**config.mk**
```make
export PLATFORM = sky130hd
export DESIGN_NAME = layer_priority_mux_flat
export DESIGN_NICKNAME = d
export VERILOG_FILES = /design/src/rtl/layer_priority_mux_if.sv /design/src/rtl/layer_priority_mux.sv /design/src/flat_wrapper.sv
export SDC_FILE = /design/constraint.sdc
export NUM_CORES = 1
export LEC_CHECK = 0
export CORE_MARGIN = 4
export CORE_UTILIZATION = 40
export DETAILED_ROUTE_END_ITERATION = 10
export GPL_TIMING_DRIVEN = 0
export PLACE_DENSITY = 0.9
export SYNTH_ARGS = -nofsm -noshare
export SYNTH_HDL_FRONTEND = slang
export SYNTH_SLANG_ARGS = --single-unit
```
**constraint.sdc**
```tcl
create_clock -name clk -period 1.4 [get_ports clk]
set_input_delay 0.21 -clock clk [delete_from_list [all_inputs] [get_ports clk]]
set_output_delay 0.21 -clock clk [all_outputs]
set_load 0.03 [all_outputs]
```
**src/rtl/layer_priority_mux_if.sv**
```systemverilog
// layer_priority_mux_if: pixel-layer bus between the layer sources and the compositor.
// master: drives layer_dr, layer_rgb, layer_en, start_of_frame and receives the composited outputs.
// slave:  the compositor side, receiving the layer inputs and driving out_dr, out_rgb, out_layer,
//         collision_pulse and frame_collision.
interface layer_priority_mux_if #(
  parameter int NUM_LAYERS = 4,
  parameter int COLOR_W = 8
);
  localparam int LW = $clog2(NUM_LAYERS);
  logic [NUM_LAYERS-1:0] layer_dr;
  logic [NUM_LAYERS*COLOR_W-1:0] layer_rgb;
  logic [NUM_LAYERS-1:0] layer_en;
  logic start_of_frame;
  logic out_dr;
  logic [COLOR_W-1:0] out_rgb;
  logic [LW-1:0] out_layer;
  logic collision_pulse;
  logic [NUM_LAYERS-1:0] frame_collision;
  modport master (
    output layer_dr, layer_rgb, layer_en, start_of_frame,
    input out_dr, out_rgb, out_layer, collision_pulse, frame_collision
  );
  modport slave (
    input layer_dr, layer_rgb, layer_en, start_of_frame,
    output out_dr, out_rgb, out_layer, collision_pulse, frame_collision
  );
endinterface

```
**src/rtl/layer_priority_mux.sv**
```systemverilog
// layer_priority_mux: fixed-priority layer compositor with per-frame collision flags.
// clk:    pixel clock.
// resetN: asynchronous active-low reset.
// bus:    slave side of layer_priority_mux_if (layer inputs in, registered composite out).
module layer_priority_mux #(
  parameter int NUM_LAYERS = 4,
  parameter int COLOR_W = 8,
  parameter logic [COLOR_W-1:0] BG_RGB = '0
) (
  input logic clk,
  input logic resetN,
  layer_priority_mux_if.slave bus
);
  localparam int LW = $clog2(NUM_LAYERS);
  logic [NUM_LAYERS-1:0] en_sh_q, en_sh_d, cur_col_q, cur_col_d, frame_col_q, frame_col_d;
  logic [NUM_LAYERS-1:0] eff, col_hit;
  logic out_dr_q, out_dr_d, col_q, col_d, multi;
  logic [COLOR_W-1:0] out_rgb_q, out_rgb_d;
  logic [LW-1:0] out_layer_q, out_layer_d, win;
  always_comb begin
    eff = bus.layer_dr & en_sh_q;
    win = '0;
    for (int i = NUM_LAYERS-1; i >= 0; i--) win = eff[i] ? LW'(i) : win;
    // clearing the lowest set bit leaves something behind only when two or more bits are set
    multi = (eff & (eff - NUM_LAYERS'(1))) != '0;
    col_hit = multi ? eff : '0;
    out_dr_d = |eff;
    // only the winner's slice is read, and only when a layer actually draws
    out_rgb_d = out_dr_d ? bus.layer_rgb[int'(win)*COLOR_W +: COLOR_W] : BG_RGB;
    out_layer_d = out_dr_d ? win : '0;
    col_d = multi;
    en_sh_d = bus.start_of_frame ? bus.layer_en : en_sh_q;
    cur_col_d = bus.start_of_frame ? col_hit : cur_col_q | col_hit;
    frame_col_d = bus.start_of_frame ? cur_col_q : frame_col_q;
  end
  always_ff @(posedge clk or negedge resetN)
    if (!resetN) begin
      en_sh_q <= '1;
      cur_col_q <= '0;
      frame_col_q <= '0;
      out_dr_q <= 1'b0;
      out_rgb_q <= BG_RGB;
      out_layer_q <= '0;
      col_q <= 1'b0;
    end else begin
      en_sh_q <= en_sh_d;
      cur_col_q <= cur_col_d;
      frame_col_q <= frame_col_d;
      out_dr_q <= out_dr_d;
      out_rgb_q <= out_rgb_d;
      out_layer_q <= out_layer_d;
      col_q <= col_d;
    end
  assign bus.out_dr = out_dr_q;
  assign bus.out_rgb = out_rgb_q;
  assign bus.out_layer = out_layer_q;
  assign bus.collision_pulse = col_q;
  assign bus.frame_collision = frame_col_q;
endmodule
```
**src/flat_wrapper.sv**
```systemverilog
// flat-port wrapper written by rule: the top's interface ports become plain ports
module layer_priority_mux_flat 
#(
  parameter int NUM_LAYERS = 4,
  parameter int COLOR_W = 8,
  parameter logic [COLOR_W-1:0] BG_RGB = '0
)
  (clk, resetN, bus_layer_dr, bus_layer_rgb, bus_layer_en, bus_start_of_frame, bus_out_dr, bus_out_rgb, bus_out_layer, bus_collision_pulse, bus_frame_collision);
  layer_priority_mux_if #(.NUM_LAYERS(NUM_LAYERS), .COLOR_W(COLOR_W)) bus_i ();
  input logic clk;
  input logic resetN;
  input wire logic [$bits(bus_i.layer_dr)-1:0] bus_layer_dr;
  input wire logic [$bits(bus_i.layer_rgb)-1:0] bus_layer_rgb;
  input wire logic [$bits(bus_i.layer_en)-1:0] bus_layer_en;
  input wire logic [$bits(bus_i.start_of_frame)-1:0] bus_start_of_frame;
  output wire logic [$bits(bus_i.out_dr)-1:0] bus_out_dr;
  output wire logic [$bits(bus_i.out_rgb)-1:0] bus_out_rgb;
  output wire logic [$bits(bus_i.out_layer)-1:0] bus_out_layer;
  output wire logic [$bits(bus_i.collision_pulse)-1:0] bus_collision_pulse;
  output wire logic [$bits(bus_i.frame_collision)-1:0] bus_frame_collision;
  assign bus_i.layer_dr = bus_layer_dr;
  assign bus_i.layer_rgb = bus_layer_rgb;
  assign bus_i.layer_en = bus_layer_en;
  assign bus_i.start_of_frame = bus_start_of_frame;
  assign bus_out_dr = bus_i.out_dr;
  assign bus_out_rgb = bus_i.out_rgb;
  assign bus_out_layer = bus_i.out_layer;
  assign bus_collision_pulse = bus_i.collision_pulse;
  assign bus_frame_collision = bus_i.frame_collision;
  layer_priority_mux #(.NUM_LAYERS(NUM_LAYERS), .COLOR_W(COLOR_W), .BG_RGB(BG_RGB)) u_core (.clk(clk), .resetN(resetN), .bus(bus_i));
endmodule
```
==> results of run 1 <==
==> routing by layer <==
metal  share of wire [%]  global-route usage [%]  wire length, um  vias up
met4                 1.2                    6.34               42        0
li1                    -                       -                -      515
met2                  49                    29.4             1700       77
met3                  11                    6.22              386        4
met1                  38                    21.6             1330      525
met5                   0                       0                0        -
==> through the flow <==
step	area [um2]	worst slack (ns)	power, mW	TNS [ns]	hold WS (ns)
2_1_floorplan	1210	0.161	1.22	0	-0.0856
3_3_place_gp	1810	-0.154	1.52	-2.00	0.467
3_5_place_dp	1810	-0.205	1.54	-4.23	0.468
4_1_cts	1850	0.0350	1.99	0	0.236
5_1_grt	1860	-0.0245	2.08	-0.0356	0.232
6_report	1860	0.00387	2.00	0	0.241
==> Yosys cell counts, drive strengths merged, types with 2 or more instances <==
library cell / instances / share of area, %
nand3: 17 / 7.0
a21o: 2 / 1.2
nand2: 6 / 3.1
o211ai: 8 / 4.9
a22o: 2 / 1.4
a31oi: 2 / 1.0
and2: 2 / 1.0
and3: 8 / 4.1
o221a: 8 / 7.4
mux2: 8 / 7.4
buf: 8 / 5.3
dfstp: 4 / 8.7
a21oi: 3 / 1.2
dfrtp: 20 / 41
==> cell type report <==
type / count / area, um2 / share of cell area, %
repair buffers: 56 / 541 / 29.1
inverters: 1 / 3.75 / 0.202
flip-flops and latches: 24 / 606 / 32.6
clock buffers: 3 / 22.5 / 1.21
clock inverters: 1 / 30.0 / 1.62
well taps: 31 / 38.8 / 2.09
multi-input cells: 70 / 542 / 29.2
plain buffers: 9 / 72.6 / 3.91
==> final timing paths <==
path                                              endpoint  slack, ns  cells past startpoint
worst max-delay path            u_core.bus.collision_pulse      0.004                      4
worst min-delay path               u_core.bus.out_layer[1]       0.24                      3
worst max register to register  u_core.bus.collision_pulse      0.004                      4
worst min register to register         u_core.cur_col_q[0]       0.50                      1
max in group asynchronous            u_core.bus.out_rgb[0]       0.35                      1
min in group asynchronous          u_core.bus.out_layer[1]       0.44                      1
==> cell families after synthesis <==
kind of cell               after synthesis  share of synthesized area (%)
buffers and inverters                   10                           5.87
adders and majority gates                1                          0.927
DFF                                     24                           49.8
muxes                                    8                           7.42
and+or+nand+nor                         34                           16.3
AOI/OAI and AO/OA                       27                           19.7
==> cells in the final DEF, fill, tap and decap left out, types with 2 or more instances in the layout <==
cell type	netlist	final
buf_6	3	4
buf_2	3	3
and3_1	8	8
a22o_1	2	2
a31oi_1	2	2
clkdlybuf4s50_1	0	40
nand3_1	17	17
o211ai_1	8	8
dlygate4sd2_1	0	16
dfrtp_1	20	20
o221a_2	8	8
nand2_1	4	4
dfstp_2	4	4
a21oi_1	3	3
clkbuf_4	0	3
a21o_1	2	2
nand2_4	2	2
mux2_2	8	8
==> sequential cells by signal (all words and copies together) (netlist names) <==
register and cells:
u_core.bus.collision_pulse 1, u_core.bus.frame_collision 4, u_core.bus.out_dr 1, u_core.bus.out_layer 2, u_core.bus.out_rgb 8, u_core.cur_col_q 4
u_core.en_sh_q 4
==> power groups by stage <==
stage                     combinational (mW)  clock [mW]  sequential, mW
after floorplan                        0.236           0           0.987
after global placement                 0.678           0           0.846
after detailed placement               0.693           0           0.851
after CTS                              0.650       0.504           0.835
after global routing                   0.699       0.535           0.848
final                                  0.656       0.509           0.835
==> repair_timing <==
action | in CTS | in global routing
endpoints found under the setup margin | 24 | 3
setup buffers | 0 | 0
pin swaps | 0 | 0
resized for setup | 17 | 2
==> worst register-to-register path: cells and delay by family, from the launching register on <==
| kind | cells | cell delay [ns] |
|---|---|---|
| simple gates | 1 | 0.08 |
| fa+ha+maj | 1 | 0.33 |
| flops | 1 | 0.58 |
| compound gates | 1 | 0.18 |
| buf+inv | 1 | 0.15 |
==> results.json, run 1 <==
{
  "status": "finished clean",
  "pwr_density_cell_nw_per_um2": 1080,
  "setup_viol": 0,
  "ys.flop_type": "dfrtp_1",
  "start_util_pct": 42.9,
  "switching_share_pct": 30.5,
  "fin_worst_skew_ns": 0.00194,
  "crit_type": "register to register",
  "nets": 208,
  "ios": 59,
  "syn-cell-area_um2": 1210,
  "finalCriticalPeriod_ns": 1.40,
  "min_from": "bus_layer_dr[2]",
  "p_seq_share_pct": 41.8,
  "dr_total_vias": 1121,
  "fillers": 204,
  "internal_power_mw": 1.39,
  "path_cells": "buf_6, nand2_4, maj3_2, a21boi_2",
  "cp-startpoint": "u_core.en_sh_q[2]",
  "finalWeightedCongestion": 0.919,
  "synth_seq_cells": 24,
  "rows": 19,
  "synth_edf_count": 0,
  "drt_first_pass_iters": 4,
  "worstPathBufferInverterCount": 1,
  "cp_top_family": "flip-flops",
  "syn_to_final_growth_pct": 52.7,
  "cp_data_required_time_ns": 1.65,
  "insertion_delay_ns": 0.32,
  "io_buffer_count": 56,
  "async_reset_ff_share_pct": 100,
  "drv_cap": 0,
  "worst_setup_path_end_kind": "register",
  "core_um2": 2830,
  "wl_um": 3460,
  "ys_warn_count": 0,
  "cts_root_buffer": "clkbuf_4",
  "synth_fp_nets": 147,
  "ir_worst_vdd_mv": 0.611,
  "die_x_um": 63.1,
  "n_antenna_cell": 0,
  "cpPeakStageDelay_ns": 0.58,
  "slew_viol_final": 0,
  "fp.dieArea_um2": 3980,
  "antenna_found_initial": 0,
  "vias_per_cell": 5.75,
  "syn_inst": 104,
  "grt_max_degree": 25,
  "utilization_pct": 65.6,
  "clockBufferDepth": 2,
  "fmax_mhz": 716,
  "hold_class": "primary input to register",
  "final_cells": 195,
  "cts_max_level": 1,
  "clk_pin_slew_ns": 0.13,
  "wl_per_cell_um": 17.7,
  "tightest_slew_ns": 1.04,
  "grt_pass1_vias": 1161,
  "drive_gt1_share_pct": 23.8,
  "numCtsBuffers": 3,
  "dpl.hpwl_um": 2520,
  "final-hold-violation-count": 0,
  "grt_pass1_wl_um": 5660,
  "final_antenna_net_count": 0,
  "drc": 0,
  "cp.arrival_ns": 1.65,
  "synth_cell_type_count": 24,
  "clock_power_share_pct": 25.4,
  "clock-sinks": 24,
  "cp_max_fo": 10,
  "placedCellCount": 191,
  "relSlewSlack_pct": 30.5,
  "cts_tree": "yes",
  "die_h_um": 63.1,
  "period_share_pct": 99.7,
  "gr-usage-all-layers_pct": 17.9,
  "crit_slowest_cell": "dfstp_2",
  "grt_overflow_total": 0,
  "hold_buffers": 0,
  "synth_seq_area_share_pct": 49.8,
  "leakage_nw": 0.868,
  "cp-start-kind": "register",
  "p_comb_share_pct": 32.8,
  "initialDrtViolationCount": 46,
  "avgSynthCellArea_um2": 11.7,
  "r2r_start": "u_core.en_sh_q[2]",
  "p_switching_mw": 0.610
}
Power figures use the tool's default switching activity.
==> run 2: changes to the inputs <==
--- a/config.mk
+++ b/config.mk
@@ -5,11 +5,13 @@
 export SDC_FILE = /design/constraint.sdc
 export NUM_CORES = 1
 export LEC_CHECK = 0
+export CAP_MARGIN = 20
 export CORE_MARGIN = 4
-export CORE_UTILIZATION = 40
+export CORE_UTILIZATION = 55
 export DETAILED_ROUTE_END_ITERATION = 10
+export DONT_BUFFER_PORTS = 1
 export GPL_TIMING_DRIVEN = 0
-export PLACE_DENSITY = 0.9
+export PLACE_DENSITY = 0.81
 export SYNTH_ARGS = -nofsm -noshare
 export SYNTH_HDL_FRONTEND = slang
 export SYNTH_SLANG_ARGS = --single-unit
==> run 2 against run 1 <==
  * Maximum frequency is 1.7% higher
  * Clock power is 27% lower
  * Total power is 16% lower
  * Global-route usage is 2.3 points higher
  * Critical path depth stayed put
  * First-iteration DRC count is 37% lower
  * Die area is 24% lower
  * Hold slack worse by 0.21 ns
  * Cell count is 28% lower
  * Combinational power is 51% lower
  * Wire length is 16% lower
  * Core utilization is 1.2 points higher
  * Highest routed layer unchanged
==> results.json, run 2 (same netlist as run 1, synthesis figures left out) <==
{
  "largest_reg_flops": 8,
  "dr_total_vias": 912,
  "drive_gt1_share_pct": 36.3,
  "fin_tns_setup_ns": 0,
  "layout_setup_ws_ns": 0.0274,
  "cts_tree": "yes",
  "fmax_mhz": 729,
  "wl_um": 2900,
  "core_um2": 2020,
  "insertion_delay_ns": 0.32,
  "cts_max_level": 1,
  "slew_viol_final": 0,
  "tightest_slew_ns": 0.303,
  "cp_max_fo": 10,
  "grt_overflow_total": 0,
  "utilization_pct": 66.8,
  "cp.arrival_ns": 1.61,
  "crit_slowest_cell": "dfstp_2",
  "clk_pin_slew_ns": 0.14,
  "status": "finished clean",
  "path_cells": "buf_6, nand2_4, maj3_2, a21boi_1",
  "leakage_nw": 0.629,
  "numCtsBuffers": 3,
  "worst_setup_path_end_kind": "register",
  "rows": 16,
  "io_buffer_count": 0,
  "die_h_um": 55,
  "start_util_pct": 60.1,
  "cp_top_family": "flip-flops",
  "gr-usage-all-layers_pct": 20.2,
  "antenna_found_initial": 0,
  "clock-sinks": 24,
  "die_x_um": 55,
  "setup_viol": 0,
  "period_share_pct": 98.0,
  "ios": 59,
  "cp-start-kind": "register",
  "worstPathBufferInverterCount": 1,
  "finalCriticalPeriod_ns": 1.37,
  "nets": 157,
  "final-hold-violation-count": 0,
  "cp_data_required_time_ns": 1.63,
  "mostFrequentLayoutCells": "20 x dfrtp_1, 17 x nand3_1",
  "grt_pass1_vias": 900,
  "syn_to_final_growth_pct": 11.1,
  "grt_pass1_wl_um": 4350,
  "relSlewSlack_pct": 79.8,
  "n_antenna_cell": 0,
  "initialDrtViolationCount": 29,
  "cpPeakStageDelay_ns": 0.60,
  "pwr_density_cell_nw_per_um2": 1240,
  "final_antenna_net_count": 0,
  "holdWs_ns": 0.0261,
  "fp.dieArea_um2": 3030,
  "cts_root_buffer": "clkbuf_4",
  "vias_per_cell": 6.51,
  "grt_max_degree": 25,
  "dpl.hpwl_um": 2150,
  "wl_per_cell_um": 20.7,
  "drt_first_pass_iters": 4,
  "hold_class": "primary input to register",
  "ir_worst_vdd_mv": 0.895,
  "drv_cap": 0,
  "fin_worst_skew_ns": 0.0177,
  "clockBufferDepth": 2,
  "pre_cts_slack_ns": -0.0112,
  "rsz0062_at_grt": "false",
  "layout_commonest_cell": "dfrtp_1",
  "crit_type": "register to register",
  "finalWeightedCongestion": 0.785,
  "drc": 0
}
## run 2: what timing repair did
item                       CTS  global route
gates cloned                 0             1
hold endpoints to repair    25             0
hold buffers                 2             0
setup endpoints to repair    8             2
setup buffers                0             1
resized for setup            1             1
## run 2: power breakdown
part	total, mW	leakage, nW	switching (mW)	internal, mW
Clock	0.370	0.0210	0.211	0.159
Combinational	0.321	0.311	0.161	0.160
Sequential	0.990	0.297	0.195	0.795
## run 2: final timing paths
| path | from | depth (start not counted) | slack (ns) | end |
|---|---|---|---|---|
| max | u_core.en_sh_q[1] | 4 | 0.03 | u_core.bus.collision_pulse |
| min | bus_layer_en[1] | 1 | 0.03 | u_core.en_sh_q[1] |
| min in group asynchronous | resetN | 1 | 0.18 | u_core.bus.out_rgb[1] |
| max in group asynchronous | resetN | 2 | 0.73 | u_core.en_sh_q[0] |
| max reg2reg | u_core.en_sh_q[1] | 4 | 0.03 | u_core.bus.collision_pulse |
| min reg2reg | u_core.cur_col_q[2] | 1 | 0.50 | u_core.cur_col_q[2] |
## run 2: metrics by stage
| stage | cell area (um2) | instances | power [mW] |
|---|---|---|---|
| 5_1_grt | 1350 | 140 | 1.77 |
| 6_report | 1350 | 140 | 1.68 |
| 3_3_place_gp | 1250 | 131 | 1.27 |
| 3_5_place_dp | 1250 | 131 | 1.29 |
| 2_1_floorplan | 1210 | 104 | 1.22 |
| 4_1_cts | 1310 | 137 | 1.67 |
## run 2: area by class of cell
cell class                      count  area (um2)
Inverter                            1        3.75
Tap cell                           27        33.8
Sequential cell                    24         606
Fill cell                         152         672
Clock buffer                        4        36.3
Timing Repair Buffer                5        60.1
Buffer                              9        72.6
Multi-Input combinational cell     70         538
## run 2: worst register-to-register path, delay by kind of cell (launching register included)
kind,cells,cell delay [ns]
compound gates,1,0.17
fa+ha+maj,1,0.29
buf+inv,1,0.15
flops,1,0.60
simple gates,1,0.07
## run 2: metal layers
| layer | up-vias | routed length (um) | track usage [%] |
|---|---|---|---|
| li1 | 417 | - | - |
| met1 | 443 | 1050 | 24.6 |
| met2 | 48 | 1520 | 36.6 |
| met3 | 4 | 289 | 3.49 |
| met4 | 0 | 40 | 4.86 |
| met5 | - | 0 | 0 |
==> run 3: changes to the inputs <==
--- a/config.mk
+++ b/config.mk
@@ -6,12 +6,11 @@
 export NUM_CORES = 1
 export LEC_CHECK = 0
 export CAP_MARGIN = 20
-export CORE_MARGIN = 4
 export CORE_UTILIZATION = 55
 export DETAILED_ROUTE_END_ITERATION = 10
 export DONT_BUFFER_PORTS = 1
 export GPL_TIMING_DRIVEN = 0
-export PLACE_DENSITY = 0.81
+export PLACE_DENSITY = 0.7
 export SYNTH_ARGS = -nofsm -noshare
 export SYNTH_HDL_FRONTEND = slang
 export SYNTH_SLANG_ARGS = --single-unit
==> run 3 against run 2 <==
  * Sequential cell count unchanged
  * Count of clock-buffer cells in the layout unchanged
  * Core utilization unchanged
  * Hold slack gained 0.014 ns
  * Sequential power shrank 0.5%
  * Total power fell by 1.1%
  * Die area decreased by 21%
  * Sequential share of layout area did not move
  * Clock skew is 0.014 ns lower
  * Via count fell by 1.8%
  * Maximum frequency increased by 2.8%
  * Largest cell class unchanged
==> results.json, run 3 (same netlist as run 1, synthesis figures left out) <==
{
  "drv_cap": 0,
  "drc": 0,
  "holdPathEnd": "u_core.en_sh_q[1]",
  "n_antenna_cell": 0,
  "rsz0062_at_grt": "false",
  "relSlewSlack_pct": 80.4,
  "gr-usage-all-layers_pct": 22.3,
  "cts_max_level": 1,
  "finalCriticalPeriod_ns": 1.33,
  "fmax_mhz": 749,
  "die_x_um": 49,
  "finalWeightedCongestion": 0.732,
  "grt_overflow_total": 0,
  "cts_tree": "yes",
  "tightest_slew_ns": 0.294,
  "clock-sinks": 24,
  "syn_to_final_growth_pct": 11.1,
  "multi_input_area_um2": 538,
  "wl_per_cell_um": 18.1,
  "fillers": 164,
  "status": "finished clean",
  "die_h_um": 49,
  "antenna_found_initial": 0,
  "initialDrtViolationCount": 20,
  "clk_pin_slew_ns": 0.13,
  "worst_setup_path_end_kind": "register",
  "cp_data_required_time_ns": 1.61,
  "slew_viol_final": 0,
  "start_util_pct": 60.1,
  "final_antenna_net_count": 0,
  "cp.arrival_ns": 1.55,
  "io_buffer_count": 0,
  "drive_gt1_share_pct": 36.3,
  "cp_max_fo": 10,
  "final-hold-violation-count": 0,
  "mostFrequentLayoutCells": "20 x dfrtp_1, 17 x nand3_1",
  "grt_max_degree": 25,
  "crit_type": "register to register",
  "reg2regPathDepth": 4,
  "pre_cts_slack_ns": 0.0330,
  "clockBufferDepth": 2,
  "period_share_pct": 95.3,
  "layout_commonest_cell": "dfrtp_1",
  "grt_pass1_vias": 861,
  "rrSetupSlack_ns": 0.07,
  "core_um2": 2020,
  "dr_total_vias": 896,
  "layout_setup_ws_ns": 0.0654,
  "fp.dieArea_um2": 2400,
  "drt_first_pass_iters": 4,
  "leakage_nw": 0.629,
  "wl_um": 2530,
  "worstReg2RegEnd": "u_core.bus.out_rgb[4]",
  "numCtsBuffers": 3,
  "nets": 157,
  "setup_viol": 0,
  "r2r_start": "u_core.en_sh_q[1]",
  "dpl.hpwl_um": 1860,
  "fin_tns_setup_ns": 0,
  "seqCellArea_um2": 606,
  "grt_pass1_wl_um": 4120,
  "vias_per_cell": 6.40,
  "insertion_delay_ns": 0.31,
  "hold_class": "primary input to register",
  "largest_reg_flops": 8,
  "min_path_cells": 1,
  "p_total_mw": 1.66,
  "ir_worst_vdd_mv": 0.782,
  "pwr_density_cell_nw_per_um2": 1230,
  "fin_worst_skew_ns": 0.00331,
  "cp-start-kind": "register",
  "cts_root_buffer": "clkbuf_4",
  "ios": 59,
  "min_from": "bus_layer_en[1]",
  "rows": 16
}
==> run 3: repair_timing <==
| item | 4_1_cts | 5_1_grt |
|---|---|---|
| resized for setup | 0 | 3 |
| hold buffers | 2 | 0 |
| setup buffers | 0 | 1 |
| hold endpoints to repair | 25 | 0 |
| setup endpoints to repair | 0 | 10 |
==> run 3: worst max-delay path by stage <==
stage	startpoint	to	slack, ns	cells past startpoint
after floorplan	u_core.en_sh_q[1]	u_core.bus.out_rgb[7]	0.16	4
after CTS	u_core.en_sh_q[3]	u_core.bus.out_rgb[4]	0.005	4
final	u_core.en_sh_q[1]	u_core.bus.out_rgb[4]	0.07	4
after global routing	u_core.en_sh_q[1]	u_core.bus.out_rgb[4]	0.005	4
after detailed placement	u_core.en_sh_q[3]	u_core.bus.out_rgb[4]	0.03	4
after global placement	u_core.en_sh_q[3]	u_core.bus.out_rgb[2]	0.05	4
==> run 3: critical path, stage by stage (launching register included) <==
cell and delay (ns):
dfstp_2 0.57, and2_1 0.14, buf_6 0.14, o211ai_1 0.13, o221a_2 0.26
==> run 3: routing by layer <==
metal	GRT usage, %	wire [um]	up-vias
met5	0	0	-
met4	6.86	21	0
met3	4.67	146	4
met2	33.3	1170	45
met1	32.4	1200	427
li1	-	-	420
==> run 3: through the flow <==
| stage | utilization [%] | cells | hold WS, ns | area, um2 |
|---|---|---|---|---|
| floorplan | - | 104 | -0.0856 | 1210 |
| global placement | 61.8 | 131 | -0.0852 | 1250 |
| detailed placement | 61.8 | 131 | -0.0851 | 1250 |
| CTS | 64.5 | 137 | 0.0369 | 1310 |
| global route | 66.8 | 140 | 0.0173 | 1350 |
| finish | 66.8 | 140 | 0.0402 | 1350 |
==> run 3: area by class of cell <==
cell class | instances | area share (%)
clock buffers | 4 | 2.69
well taps | 27 | 2.50
repair buffers | 5 | 4.45
multi-input cells | 70 | 39.9
inverters | 1 | 0.278
plain buffers | 9 | 5.38
flip-flops and latches | 24 | 44.9
==> run 3: power by group <==
group	leakage, nW	internal (mW)	switching [mW]
combinational	0.311	0.160	0.158
sequential	0.297	0.795	0.190
clock	0.0210	0.159	0.200
